$ cat src/rtl/multicycle_control_fsm_pkg.sv
// Shared definitions for the multi-cycle MIPS control sequencer:
// opcodes, state encodings, datapath select codes and the control vector.
package multicycle_control_fsm_pkg;

  // IR[31:26] opcodes
  localparam logic [5:0] OP_RTYPE = 6'b000000;
  localparam logic [5:0] OP_LW    = 6'b100011;
  localparam logic [5:0] OP_SW    = 6'b101011;
  localparam logic [5:0] OP_BEQ   = 6'b000100;
  localparam logic [5:0] OP_J     = 6'b000010;
  localparam logic [5:0] OP_ADDI  = 6'b001000;
  localparam logic [5:0] OP_ANDI  = 6'b001100;

  // Sequencer states; encodings are visible on the debug state port
  typedef enum logic [3:0] {
    S_FETCH     = 4'd0,
    S_DECODE    = 4'd1,
    S_MEM_ADDR  = 4'd2,
    S_MEM_READ  = 4'd3,
    S_MEM_WB    = 4'd4,
    S_MEM_WRITE = 4'd5,
    S_R_EXEC    = 4'd6,
    S_R_WB      = 4'd7,
    S_BRANCH    = 4'd8,
    S_JUMP      = 4'd9,
    S_I_EXEC    = 4'd10,
    S_I_WB      = 4'd11,
    S_TRAP      = 4'd12
  } state_t;

  // ALUOp codes consumed by ALU_Control
  localparam logic [1:0] ALUOP_ADD   = 2'b00;
  localparam logic [1:0] ALUOP_SUB   = 2'b01;
  localparam logic [1:0] ALUOP_FUNCT = 2'b10;
  localparam logic [1:0] ALUOP_AND   = 2'b11;

  // ALU operand B select
  localparam logic [1:0] SRCB_REG     = 2'b00;
  localparam logic [1:0] SRCB_FOUR    = 2'b01;
  localparam logic [1:0] SRCB_IMM     = 2'b10;
  localparam logic [1:0] SRCB_IMM_SH2 = 2'b11;

  // PC source select
  localparam logic [1:0] PCSRC_ALU    = 2'b00;
  localparam logic [1:0] PCSRC_ALUOUT = 2'b01;
  localparam logic [1:0] PCSRC_JUMP   = 2'b10;

  // Per-cycle datapath control vector
  typedef struct packed {
    logic       pc_en;
    logic       ir_write;
    logic       i_or_d;
    logic       mem_read;
    logic       mem_write;
    logic       mem_to_reg;
    logic       reg_dst;
    logic       reg_write;
    logic       alu_src_a;
    logic [1:0] alu_src_b;
    logic [1:0] alu_op;
    logic [1:0] pc_source;
    logic       illegal_op;
  } ctrl_t;

  // First execute-phase state for an opcode leaving DECODE
  function automatic state_t dispatch(input logic [5:0] op);
    state_t s;
    case (op)
      OP_LW, OP_SW:     s = S_MEM_ADDR;
      OP_RTYPE:         s = S_R_EXEC;
      OP_BEQ:           s = S_BRANCH;
      OP_J:             s = S_JUMP;
      OP_ADDI, OP_ANDI: s = S_I_EXEC;
      default:          s = S_TRAP;
    endcase
    return s;
  endfunction

endpackage

$ cat src/rtl/multicycle_control_fsm_decode.sv
// Moore output decode for the control sequencer: maps the current state
// (qualified by opcode, zero and mem_ready) to the datapath control vector.
module mips_ctrl_decode
  import multicycle_control_fsm_pkg::*;
(
  input  state_t     state,
  input  logic [5:0] opcode,
  input  logic       zero,
  input  logic       mem_ready,
  output ctrl_t      ctrl
);

  logic [1:0] imm_alu_op;

  // Immediate ops share one datapath path; only the ALU function differs
  always_comb begin
    imm_alu_op = (opcode == OP_ANDI) ? ALUOP_AND : ALUOP_ADD;
  end

  // Per-state control outputs; anything not set for a state stays 0
  always_comb begin
    ctrl = '0;
    case (state)
      S_FETCH: begin
        ctrl.mem_read  = 1'b1;
        ctrl.alu_src_b = SRCB_FOUR;
        ctrl.alu_op    = ALUOP_ADD;
        ctrl.ir_write  = mem_ready;
        ctrl.pc_en     = mem_ready;
      end
      S_DECODE: begin
        ctrl.alu_src_b = SRCB_IMM_SH2;
        ctrl.alu_op    = ALUOP_ADD;
      end
      S_MEM_ADDR: begin
        ctrl.alu_src_a = 1'b1;
        ctrl.alu_src_b = SRCB_IMM;
        ctrl.alu_op    = ALUOP_ADD;
      end
      S_MEM_READ: begin
        ctrl.mem_read = 1'b1;
        ctrl.i_or_d   = 1'b1;
      end
      S_MEM_WB: begin
        ctrl.mem_to_reg = 1'b1;
        ctrl.reg_write  = 1'b1;
      end
      S_MEM_WRITE: begin
        ctrl.mem_write = 1'b1;
        ctrl.i_or_d    = 1'b1;
      end
      S_R_EXEC: begin
        ctrl.alu_src_a = 1'b1;
        ctrl.alu_src_b = SRCB_REG;
        ctrl.alu_op    = ALUOP_FUNCT;
      end
      S_R_WB: begin
        ctrl.reg_dst   = 1'b1;
        ctrl.reg_write = 1'b1;
      end
      S_BRANCH: begin
        ctrl.alu_src_a = 1'b1;
        ctrl.alu_src_b = SRCB_REG;
        ctrl.alu_op    = ALUOP_SUB;
        ctrl.pc_source = PCSRC_ALUOUT;
        ctrl.pc_en     = zero;
      end
      S_JUMP: begin
        ctrl.pc_source = PCSRC_JUMP;
        ctrl.pc_en     = 1'b1;
      end
      S_I_EXEC: begin
        ctrl.alu_src_a = 1'b1;
        ctrl.alu_src_b = SRCB_IMM;
        ctrl.alu_op    = imm_alu_op;
      end
      S_I_WB: begin
        ctrl.alu_src_a = 1'b1;
        ctrl.alu_src_b = SRCB_IMM;
        ctrl.alu_op    = imm_alu_op;
        ctrl.reg_write = 1'b1;
      end
      S_TRAP: begin
        ctrl.illegal_op = 1'b1;
      end
      default: ctrl = '0;
    endcase
  end

endmodule

$ cat src/rtl/multicycle_control_fsm.sv
// Main control sequencer for the multi-cycle MIPS datapath. Holds the state
// register, next-state logic and retired-instruction counter, and gates the
// side-effecting enables with reset.
module multicycle_control_fsm
  import multicycle_control_fsm_pkg::*;
#(
  parameter int unsigned CNT_W = 16
) (
  input  logic             clk,
  input  logic             reset,
  input  logic [5:0]       opcode,
  input  logic             zero,
  input  logic             mem_ready,
  output logic             pc_en,
  output logic             ir_write,
  output logic             i_or_d,
  output logic             mem_read,
  output logic             mem_write,
  output logic             mem_to_reg,
  output logic             reg_dst,
  output logic             reg_write,
  output logic             alu_src_a,
  output logic [1:0]       alu_src_b,
  output logic [1:0]       alu_op,
  output logic [1:0]       pc_source,
  output logic             illegal_op,
  output logic [3:0]       state,
  output logic [CNT_W-1:0] retired
);

  state_t     cur;
  state_t     nxt;
  ctrl_t      ctrl;
  logic       retire;

  mips_ctrl_decode u_decode (
    .state     (cur),
    .opcode    (opcode),
    .zero      (zero),
    .mem_ready (mem_ready),
    .ctrl      (ctrl)
  );

  // Next-state selection; memory states hold until mem_ready
  always_comb begin
    nxt = cur;
    case (cur)
      S_FETCH:     if (mem_ready) nxt = S_DECODE;
      S_DECODE:    nxt = dispatch(opcode);
      S_MEM_ADDR:  nxt = (opcode == OP_SW) ? S_MEM_WRITE : S_MEM_READ;
      S_MEM_READ:  if (mem_ready) nxt = S_MEM_WB;
      S_MEM_WB:    nxt = S_FETCH;
      S_MEM_WRITE: if (mem_ready) nxt = S_FETCH;
      S_R_EXEC:    nxt = S_R_WB;
      S_R_WB:      nxt = S_FETCH;
      S_BRANCH:    nxt = S_FETCH;
      S_JUMP:      nxt = S_FETCH;
      S_I_EXEC:    nxt = S_I_WB;
      S_I_WB:      nxt = S_FETCH;
      S_TRAP:      nxt = S_TRAP;
      default:     nxt = S_FETCH;
    endcase
  end

  // An instruction retires on any transition back into FETCH
  always_comb begin
    retire = (nxt == S_FETCH) && (cur != S_FETCH);
  end

  // State register and wrapping retired-instruction counter
  always_ff @(posedge clk) begin
    if (reset) begin
      cur     <= S_FETCH;
      retired <= '0;
    end else begin
      cur <= nxt;
      if (retire) retired <= retired + CNT_W'(1);
    end
  end

  // Enables with side effects are suppressed while reset is held, even mid-access
  always_comb begin
    pc_en      = ctrl.pc_en     & ~reset;
    ir_write   = ctrl.ir_write  & ~reset;
    mem_read   = ctrl.mem_read  & ~reset;
    mem_write  = ctrl.mem_write & ~reset;
    reg_write  = ctrl.reg_write & ~reset;
    i_or_d     = ctrl.i_or_d;
    mem_to_reg = ctrl.mem_to_reg;
    reg_dst    = ctrl.reg_dst;
    alu_src_a  = ctrl.alu_src_a;
    alu_src_b  = ctrl.alu_src_b;
    alu_op     = ctrl.alu_op;
    pc_source  = ctrl.pc_source;
    illegal_op = ctrl.illegal_op;
    state      = cur;
  end

endmodule

$ cat config.mk
export PLATFORM = sky130hd
export DESIGN_NAME = multicycle_control_fsm
export DESIGN_NICKNAME = d
export VERILOG_FILES = /design/src/rtl/multicycle_control_fsm_pkg.sv /design/src/rtl/multicycle_control_fsm_decode.sv /design/src/rtl/multicycle_control_fsm.sv
export SDC_FILE = /design/constraint.sdc
export NUM_CORES = 1
export LEC_CHECK = 0
export BUFFER_PORTS_ARGS = -buffer_cell sky130_fd_sc_hd__buf_2
export CAP_MARGIN = 30
export CORE_ASPECT_RATIO = 0.7
export CORE_MARGIN = 4
export CORE_UTILIZATION = 54
export CTS_CLUSTER_SIZE = 25
export DETAILED_ROUTE_END_ITERATION = 16
export GPL_ROUTABILITY_DRIVEN = 0
export HOLD_SLACK_MARGIN = 0.15
export PLACE_DENSITY = 0.84
export SLEW_MARGIN = 20
export SYNTH_ARGS = -nofsm -noshare
export SYNTH_HDL_FRONTEND = slang
export SYNTH_SLANG_ARGS = --single-unit
$ cat constraint.sdc
create_clock -name clk -period 4.7 [get_ports clk]
set_input_delay 1.175 -clock clk [delete_from_list [all_inputs] [get_ports clk]]
set_output_delay 1.175 -clock clk [all_outputs]
set_load 0.05 [all_outputs]
Yosys cells after proc, flatten, opt, wreduce, memory -nomap -nowiden
Cells that the tools add are included.

Input port bits: 10. Output and inout port bits: 36. Logic and storage cells: 58. Bits in registers: 20.

Reductions and logical operators: 12. Add/subtract/negate cells: 1. Bitwise operators: 6. Equality and inequality tests: 18. Mux-type cells: 19.

Operators with widths (count): one-hot mux 4 bit (8 select lines) (1); one-hot mux 4 bit (6 select lines) (1); equality test 4 bit (second input constant) (5); one-hot mux 4 bit (5 select lines) (1); adder 16 x 1 -> 16 bit (second input constant) (1); equality test 4 x 3 -> 1 bit (second input constant) (4); equality test 6 x 4 -> 1 bit (second input constant) (2); equality test 6 bit (second input constant) (2); 2-to-1 mux 4 bit (3); OR reduction 2 bit (5); 2-to-1 mux 1 bit (9); equality test 4 x 2 -> 1 bit (second input constant) (2); zero test 4 bit (2); equality test 6 x 2 -> 1 bit (second input constant) (1); equality test 6 x 3 -> 1 bit (second input constant) (1); zero test 6 bit (1); AND 1 bit (5); OR reduction 5 bit (1); equality test 4 x 1 -> 1 bit (second input constant) (1); one-hot mux 2 bit (2 select lines) (1); nonzero test 4 bit (1); 2-to-1 mux 3 bit (1); one-hot mux 1 bit (3 select lines) (1); OR reduction 3 bit (1); other kinds (3) (3).

Longest topological paths before layout
Gate-level depths: netlist of run 1.

Depth in word-level cells: 6. Depth in mapped cells: 9. Depth with buffers taken out: 6.

Modules after synthesis
Synthesis of run 1 repeated with hierarchy kept, for this count alone.

Cells, all modules: 208. Area total of the unflattened synthesis: 1597.8 sq um.

By module, submodules not included: multicycle_control_fsm (cells each 166, area an instance 1370.1 sq um, sequential area each 400.4 sq um, times used 1); mips_ctrl_decode (cells each 42, area an instance 227.7 sq um, sequential area each 0.0 sq um, times used 1).

Worst setup path before layout of run 1
No wires, ideal clock.

Path type: input to output. From: in reset. To: out pc_en. Path slack: 0.456 ns. Stages on the path: 3. Buffers on the path: 2. Arrival: 3.069 ns. Cell sequence: clkbuf_1 clkbuf_1 nor4_1.

Word-level cells in the longest chain between the ends: 2.

RTL lines: from (decl) (line multicycle_control_fsm.sv:10) `input logic reset,`; NOT 1 bit (line multicycle_control_fsm.sv:83) `pc_en = ctrl.pc_en & ~reset;`; AND 1 bit (line multicycle_control_fsm.sv:83); to (decl) (line multicycle_control_fsm.sv:14) `output logic pc_en,`.

Every way passes these cells.

Worst setup path in the final report of run 1
From: in opcode[1]. To: out alu_op[1].

Word-level cells in the longest chain between the ends: 3.

RTL lines: from (decl) (line multicycle_control_fsm.sv:11) `input logic [5:0] opcode,`; equality test 6 x 4 -> 1 bit (line multicycle_control_fsm_decode.sv:17) `imm_alu_op = (opcode == OP_ANDI) ? ALUOP_AND : ALUOP_ADD;`; 2-to-1 mux 2 bit (line multicycle_control_fsm_decode.sv:17); one-hot mux 4 bit (6 select lines) (line multicycle_control_fsm_decode.sv:23) `case (state)`; to (decl) (line multicycle_control_fsm.sv:24) `output logic [1:0] alu_op,`.

Every way passes these cells.

==> results of run 1 <==
state kept, by name (all words and copies together) (netlist names):
name     flops
retired     16
state        4
final timing paths:
path / cells past startpoint / end / from / slack [ns]
worst max-delay path: 6 / alu_op[1] / opcode[1] / 1.03
worst min-delay path: 2 / retired[15]$_SDFFE_PP0P_ / retired[15]$_SDFFE_PP0P_ / 0.48
worst max register to register: 6 / retired[15]$_SDFFE_PP0P_ / state[2]$_SDFF_PP0_ / 1.97
worst min register to register: 2 / retired[15]$_SDFFE_PP0P_ / retired[15]$_SDFFE_PP0P_ / 0.48
layer usage:
metal | routed length [um] | global-route usage (%)
met5 | 0 | 0
met2 | 1480 | 29.2
met3 | 289 | 7.27
met4 | 13 | 2.87
met1 | 1790 | 26.7
power by group through the flow:
| stage | clock (mW) | sequential (mW) | combinational (mW) |
|---|---|---|---|
| 2_1_floorplan | 0 | 0.189 | 0.0885 |
| 3_3_place_gp | 0 | 0.187 | 0.116 |
| 3_5_place_dp | 0 | 0.186 | 0.117 |
| 4_1_cts | 0.173 | 0.182 | 0.117 |
| 5_1_grt | 0.183 | 0.184 | 0.129 |
| 6_report | 0.170 | 0.183 | 0.120 |
placed cells by master, fill, tap and decap left out, drive strengths merged, types with 3 or more instances in the layout:
| cell type | count |
|---|---|
| dfxtp | 20 |
| buf | 46 |
| nor4 | 4 |
| o21ai | 11 |
| a21oi | 18 |
| nor2 | 19 |
| or4 | 11 |
| nor2b | 6 |
| nand2b | 9 |
| clkbuf | 3 |
| nand2 | 8 |
| o31ai | 11 |
| nand3 | 10 |
| nor3 | 11 |
| nand4 | 5 |
| mux2 | 3 |
| inv | 7 |
per-stage QoR:
stage / area, sq um / utilization [%]
floorplan: 1450 / -
global placement: 1650 / 65.7
detailed placement: 1650 / 65.7
CTS: 1720 / 68.5
global route: 1730 / 69.0
finish: 1730 / 69.0
tightest hold or removal path, delay by kind of cell (launching register included):
kind	cells	cell delay [ns]
flops	1	0.32
compound gates	2	0.11
cell type report:
class,count,area [sq um]
clock buffers,3,41.3
clock inverters,1,30.0
fillers,218,781
inverters,7,26.3
multi-input cells,156,957
flip-flops and latches,20,400
well taps,34,42.5
repair buffers,46,236
logic make-up (layout without fill, tap and decap cells):
group / Yosys count / after routing / synth area share, %
buffers and inverters: 22 / 57 / 6.14
adders and majority gates: 1 / 1 / 0.865
and+or+nand+nor: 93 / 93 / 35.9
DFF: 20 / 20 / 27.7
AOI/OAI and AO/OA: 56 / 56 / 25.2
xor gates and xnor gates: 2 / 2 / 1.21
muxes: 4 / 4 / 3.03
==> flow_summary.yaml, run 1 <==
run_status:
  status: "completed"
detailed_routing:
  finalWirelength_um: 3570
  dr_total_vias: 1614
  detail_route.wl_per_cell_um: 13.4
  initialDrtViolationCount: 126
  drt_pass1_iterations: 4
  ant_nets: 0
  drc: 0
  drt-vias-per-instance: 6.04
global_routing:
  grt_usage_pct: 19.3
  grt_pass1_wl_um: 5770
  antenna_found_initial: 0
  grt_max_degree: 30
  grt_overflow: 0
  first_global_vias: 1248
cts:
  cts_resized: 0
  numCtsBuffers: 3
  cts.clk_slew.worst_paths_ns: 0.07
  hold_buffers: 0
  cts.sinks: 20
  tritoncts: "built"
  clockBufferDepth: 2
  clock_latency_ns: 0.25
  cts_setup_buffers: 0
  root_buffer: "clkbuf_8"
  htree_levels: 1
timing:
  setup_violations: 0
  relSlewSlack_pct: 53.8
  timing.final.ws_setup_ns: 1.03
  finalCritPeriodShare_pct: 78.2
  finalSetupTns_ns: 0
  max_freq_mhz: 272
  tightest_slew_ns: 0.693
  final_hold_viol_count: 0
  hold_ws_ns: 0.476
  rsz0062_at_grt: "false"
  min_period_ns: 3.67
  drv_slew: 0
  fin_worst_skew_ns: 0.00255
yosys:
  synth_seq_cells: 20
  synth_edf_count: 0
  ys_warn_count: 0
  syn_area_sq_um: 1450
  synth_nets: 209
  synth_seq_area_share_pct: 27.7
  synth_ff_type: "dfxtp_1"
  synth_top_area_share_pct: 27.7
  yosys-top-cells-count: "dfxtp_1, nor2_1, a21oi_1"
  yosys.cell_count.top_type: "dfxtp_1"
  synth_top_cell_by_area: "dfxtp_1"
  yosysUniqueCellTypes: 45
  synth_area_leaders: "dfxtp_1, a21oi_1, o31ai_1"
  netlist_instances: 198
  synth_area_per_cell_sq_um: 7.30
  synthArstFlopShare_pct: 0
power:
  power.share.clock_pct: 35.9
  total_power_mw: 0.473
  power_density_nw_per_um2: 273
  intPower_mw: 0.320
  combPwrFrac_pct: 25.4
  seq_power_share_pct: 38.7
  leakagePower_nw: 0.677
  switching_power_mw: 0.153
  ir_drop_v: 0.000229
  switching_share_pct: 32.3
critical_path:
  end_kind: "output pin"
  crit_fanout: 6
  worst-setup-path-type: "input pin to output pin"
  crit_path_frequent_cell: "buf_2"
  startpoint_type: "input pin"
  worst-path-buf-inv: 2
  path_cells: "buf_2, or3_4, nor4b_1, nand3_1, o21ai_0, buf_2"
  cpPeakStageDelay_ns: 0.40
  arrival_ns: 2.50
  crit_slowest_cell: "or3_4"
  cpLargestDelayFamily: "simple AND/OR/NAND/NOR gates"
  required_ns: 3.52
floorplan:
  die_area_sq_um: 3580
  start_util_pct: 57.5
  fp.dieW_um: 69.9
  rows: 15
  ioPinCount: 46
  core_area_sq_um: 2510
  die_h_um: 51.3
final_layout:
  drive_above_1_share_pct: 24.0
  stdcell_count: 267
  n_antenna_cell: 0
  fin_nets: 245
  syn_to_final_growth_pct: 19.9
placement:
  placed_cells: 262
  numPortBuffers: 45
  pre_cts_ws_ns: 1.04
  dp_hpwl_um: 2580
run:
  drv_cap: 0
hold_path:
  hp-class: "register to register"
Power figures use the tool's default switching activity.
==> inputs of run 2 (changes only) <==
ABC_AREA = 1   (was default)
CORE_UTILIZATION = 51   (was 54)
PLACE_DENSITY = 0.79   (was 0.84)
clock period = 3.75 ns   (was 4.7 ns; I/O delays follow)
==> run 2 against run 1 <==
Against the previous run: wire length increased by 10%; utilization decreased by 4.6 points; die area increased by 10%; area after synthesis increased by 5.6%; final cell count increased by 21%; critical path depth unchanged; sequential power increased by 23%; total power increased by 22%; hold slack improved by 0.0074 ns; largest cell class unchanged; highest routed layer unchanged.
==> flow_summary.yaml, run 2 <==
cts:
  cts_resized: 0
  clock_latency_ns: 0.26
  cts.clk_slew.worst_paths_ns: 0.08
  cts_setup_buffers: 0
  numCtsBuffers: 3
  htree_levels: 1
  clockBufferDepth: 2
  root_buffer: "clkbuf_8"
  tritoncts: "built"
  cts.sinks: 20
  hold_buffers: 0
final_layout:
  largest_reg_flops: 16
  multi_input_area_sq_um: 973
  layout_commonest_cell: "nand2_1"
  n_antenna_cell: 0
  fin_nets: 300
  drive_above_1_share_pct: 24.7
  design_area_sq_um: 1820
  seqCellArea_sq_um: 400
  syn_to_final_growth_pct: 18.8
  regMostFlops: "retired"
  final_cell_mix: "nand2_1, buf_2, nor2_1"
  n_fill_cell: 265
power:
  seq_power_share_pct: 39.1
  leakagePower_nw: 0.924
  total_power_mw: 0.576
  ir_drop_v: 0.000250
  power.share.clock_pct: 28.8
  intPower_mw: 0.352
  switching_share_pct: 38.9
  power_density_nw_per_um2: 317
  combPwrFrac_pct: 32.0
  switching_power_mw: 0.224
critical_path:
  ff2ff_path_depth: 11
  arrival_ns: 1.92
  worst-path-buf-inv: 3
  crit_fanout: 15
  cp.depth: 6
  end_kind: "output pin"
  r2r_slack_ns: 1.68
  reg2reg_from: "state[1]$_SDFF_PP0_"
  path_cells: "inv_2, nand2_2, nor2_2, inv_1, a21oi_1, buf_2"
  crit_slowest_cell: "dfxtp_1"
  cpLargestDelayFamily: "buffers and inverters"
  required_ns: 2.81
  startpoint_type: "register"
  worstReg2RegEnd: "retired[13]$_SDFFE_PP0P_"
  cpPeakStageDelay_ns: 0.40
  worst-setup-path-type: "register to output pin"
detailed_routing:
  drc: 0
  detail_route.wl_per_cell_um: 12.1
  drt-vias-per-instance: 5.13
  ant_nets: 0
  dr_total_vias: 1662
  initialDrtViolationCount: 176
  drt_pass1_iterations: 4
  finalWirelength_um: 3930
yosys:
  synth_area_per_cell_sq_um: 6.26
  synthArstFlopShare_pct: 0
  synth_top_area_share_pct: 26.2
  syn_area_sq_um: 1530
  synth_top_cell_by_area: "dfxtp_1"
  synth_area_leaders: "dfxtp_1, nand2_1, nor2_1"
  yosys.cell_count.top_type: "nand2_1"
  netlist_instances: 244
  synth_seq_cells: 20
  synth_edf_count: 0
  yosysUniqueCellTypes: 23
  synth_ff_type: "dfxtp_1"
  synth_seq_area_share_pct: 26.2
  ys_warn_count: 0
  yosys-top-cells-count: "nand2_1, nor2_1, inv_1"
  synth_nets: 255
global_routing:
  grt_usage_pct: 21.1
  antenna_found_initial: 0
  grt_max_degree: 24
  first_global_vias: 1378
  grt_overflow: 0
  grt_pass1_wl_um: 6530
floorplan:
  ioPinCount: 46
  rows: 16
  core_area_sq_um: 2820
  start_util_pct: 54.1
  fp.dieW_um: 73.4
  die_area_sq_um: 3950
  die_h_um: 53.8
run_status:
  status: "completed"
hold_path:
  hp-class: "register to register"
  holdPathEnd: "retired[14]$_SDFFE_PP0P_"
  hp-start: "retired[14]$_SDFFE_PP0P_"
  hold-path-cell-count: 2
timing:
  finalCritPeriodShare_pct: 76.1
  min_period_ns: 2.85
  drv_slew: 0
  relSlewSlack_pct: 67.6
  rsz0062_at_grt: "false"
  final_hold_viol_count: 0
  max_freq_mhz: 350
  tightest_slew_ns: 0.486
  finalSetupTns_ns: 0
  hold_ws_ns: 0.484
  fin_worst_skew_ns: 0.00505
  setup_violations: 0
run:
  drv_cap: 0
placement:
  dpl_cell_area_sq_um: 1760
  dp_hpwl_um: 3000
  numPortBuffers: 45
-- run 2: cell types whose count changed after synthesis, sizes merged, moves of 11 or more --
cell,change
or4,-11
inv,+22
o31ai,-11
nand3,+14
nor2,+28
nand2,+52
-- run 2: worst max-delay path by stage --
stage                   startpoint        end  slack, ns
2_1_floorplan  state[3]$_SDFF_PP0_      pc_en       0.08
3_3_place_gp             opcode[5]  alu_op[0]       0.95
3_5_place_dp             opcode[5]  alu_op[0]       0.91
4_1_cts                  opcode[5]  alu_op[0]       0.90
5_1_grt                  opcode[5]  alu_op[0]       0.73
6_report       state[1]$_SDFF_PP0_   mem_read       0.90
-- run 2: power by group through the flow --
stage | registers [mW] | logic [mW] | clock network [mW]
after floorplan | 0.246 | 0.134 | 0
after global placement | 0.230 | 0.183 | 0
after detailed placement | 0.230 | 0.183 | 0
after CTS | 0.225 | 0.183 | 0.168
after global routing | 0.226 | 0.199 | 0.174
final | 0.225 | 0.184 | 0.166
-- run 2: cell type report --
class	count	share of cell area, %
Sequential cell	20	22.1
Clock buffer	4	3.03
Multi-Input combinational cell	189	53.6
Inverter	29	6.00
Tap cell	36	2.48
Timing Repair Buffer	46	12.8
-- run 2: worst min-delay path: cells and delay by family, from the launching register on --
family | cells | cell delay [ns]
flops | 1 | 0.32
simple gates | 1 | 0.06
compound gates | 1 | 0.06
-- run 2: routing by layer --
layer	wire (um)	global-route usage [%]	vias to the layer above	part of all wire (%)
met2	1520	29.1	58	39
li1	-	-	881	-
met5	0	0	-	0
met3	309	4.10	4	7.9
met4	16	2.71	0	0.41
met1	2080	33.9	719	53
-- run 2: logic make-up (layout without fill, tap and decap cells) --
| group | count (synthesis) | in the layout | synth area share (%) |
|---|---|---|---|
| AOI/OAI and AO/OA | 24 | 24 | 8.76 |
| xor gates and xnor gates | 10 | 10 | 5.73 |
| adders and majority gates | 1 | 1 | 0.819 |
| buffers and inverters | 35 | 79 | 10.1 |
| DFF | 20 | 20 | 26.2 |
| and+or+nand+nor | 154 | 154 | 48.4 |
-- run 2: stage by stage --
stage               utilization (%)  instances  setup WS (ns)
floorplan                         -        244         0.0780
global placement               62.4        320          0.947
detailed placement             62.4        320          0.912
CTS                            64.3        324          0.905
global route                   64.3        324          0.730
finish                         64.3        324          0.897
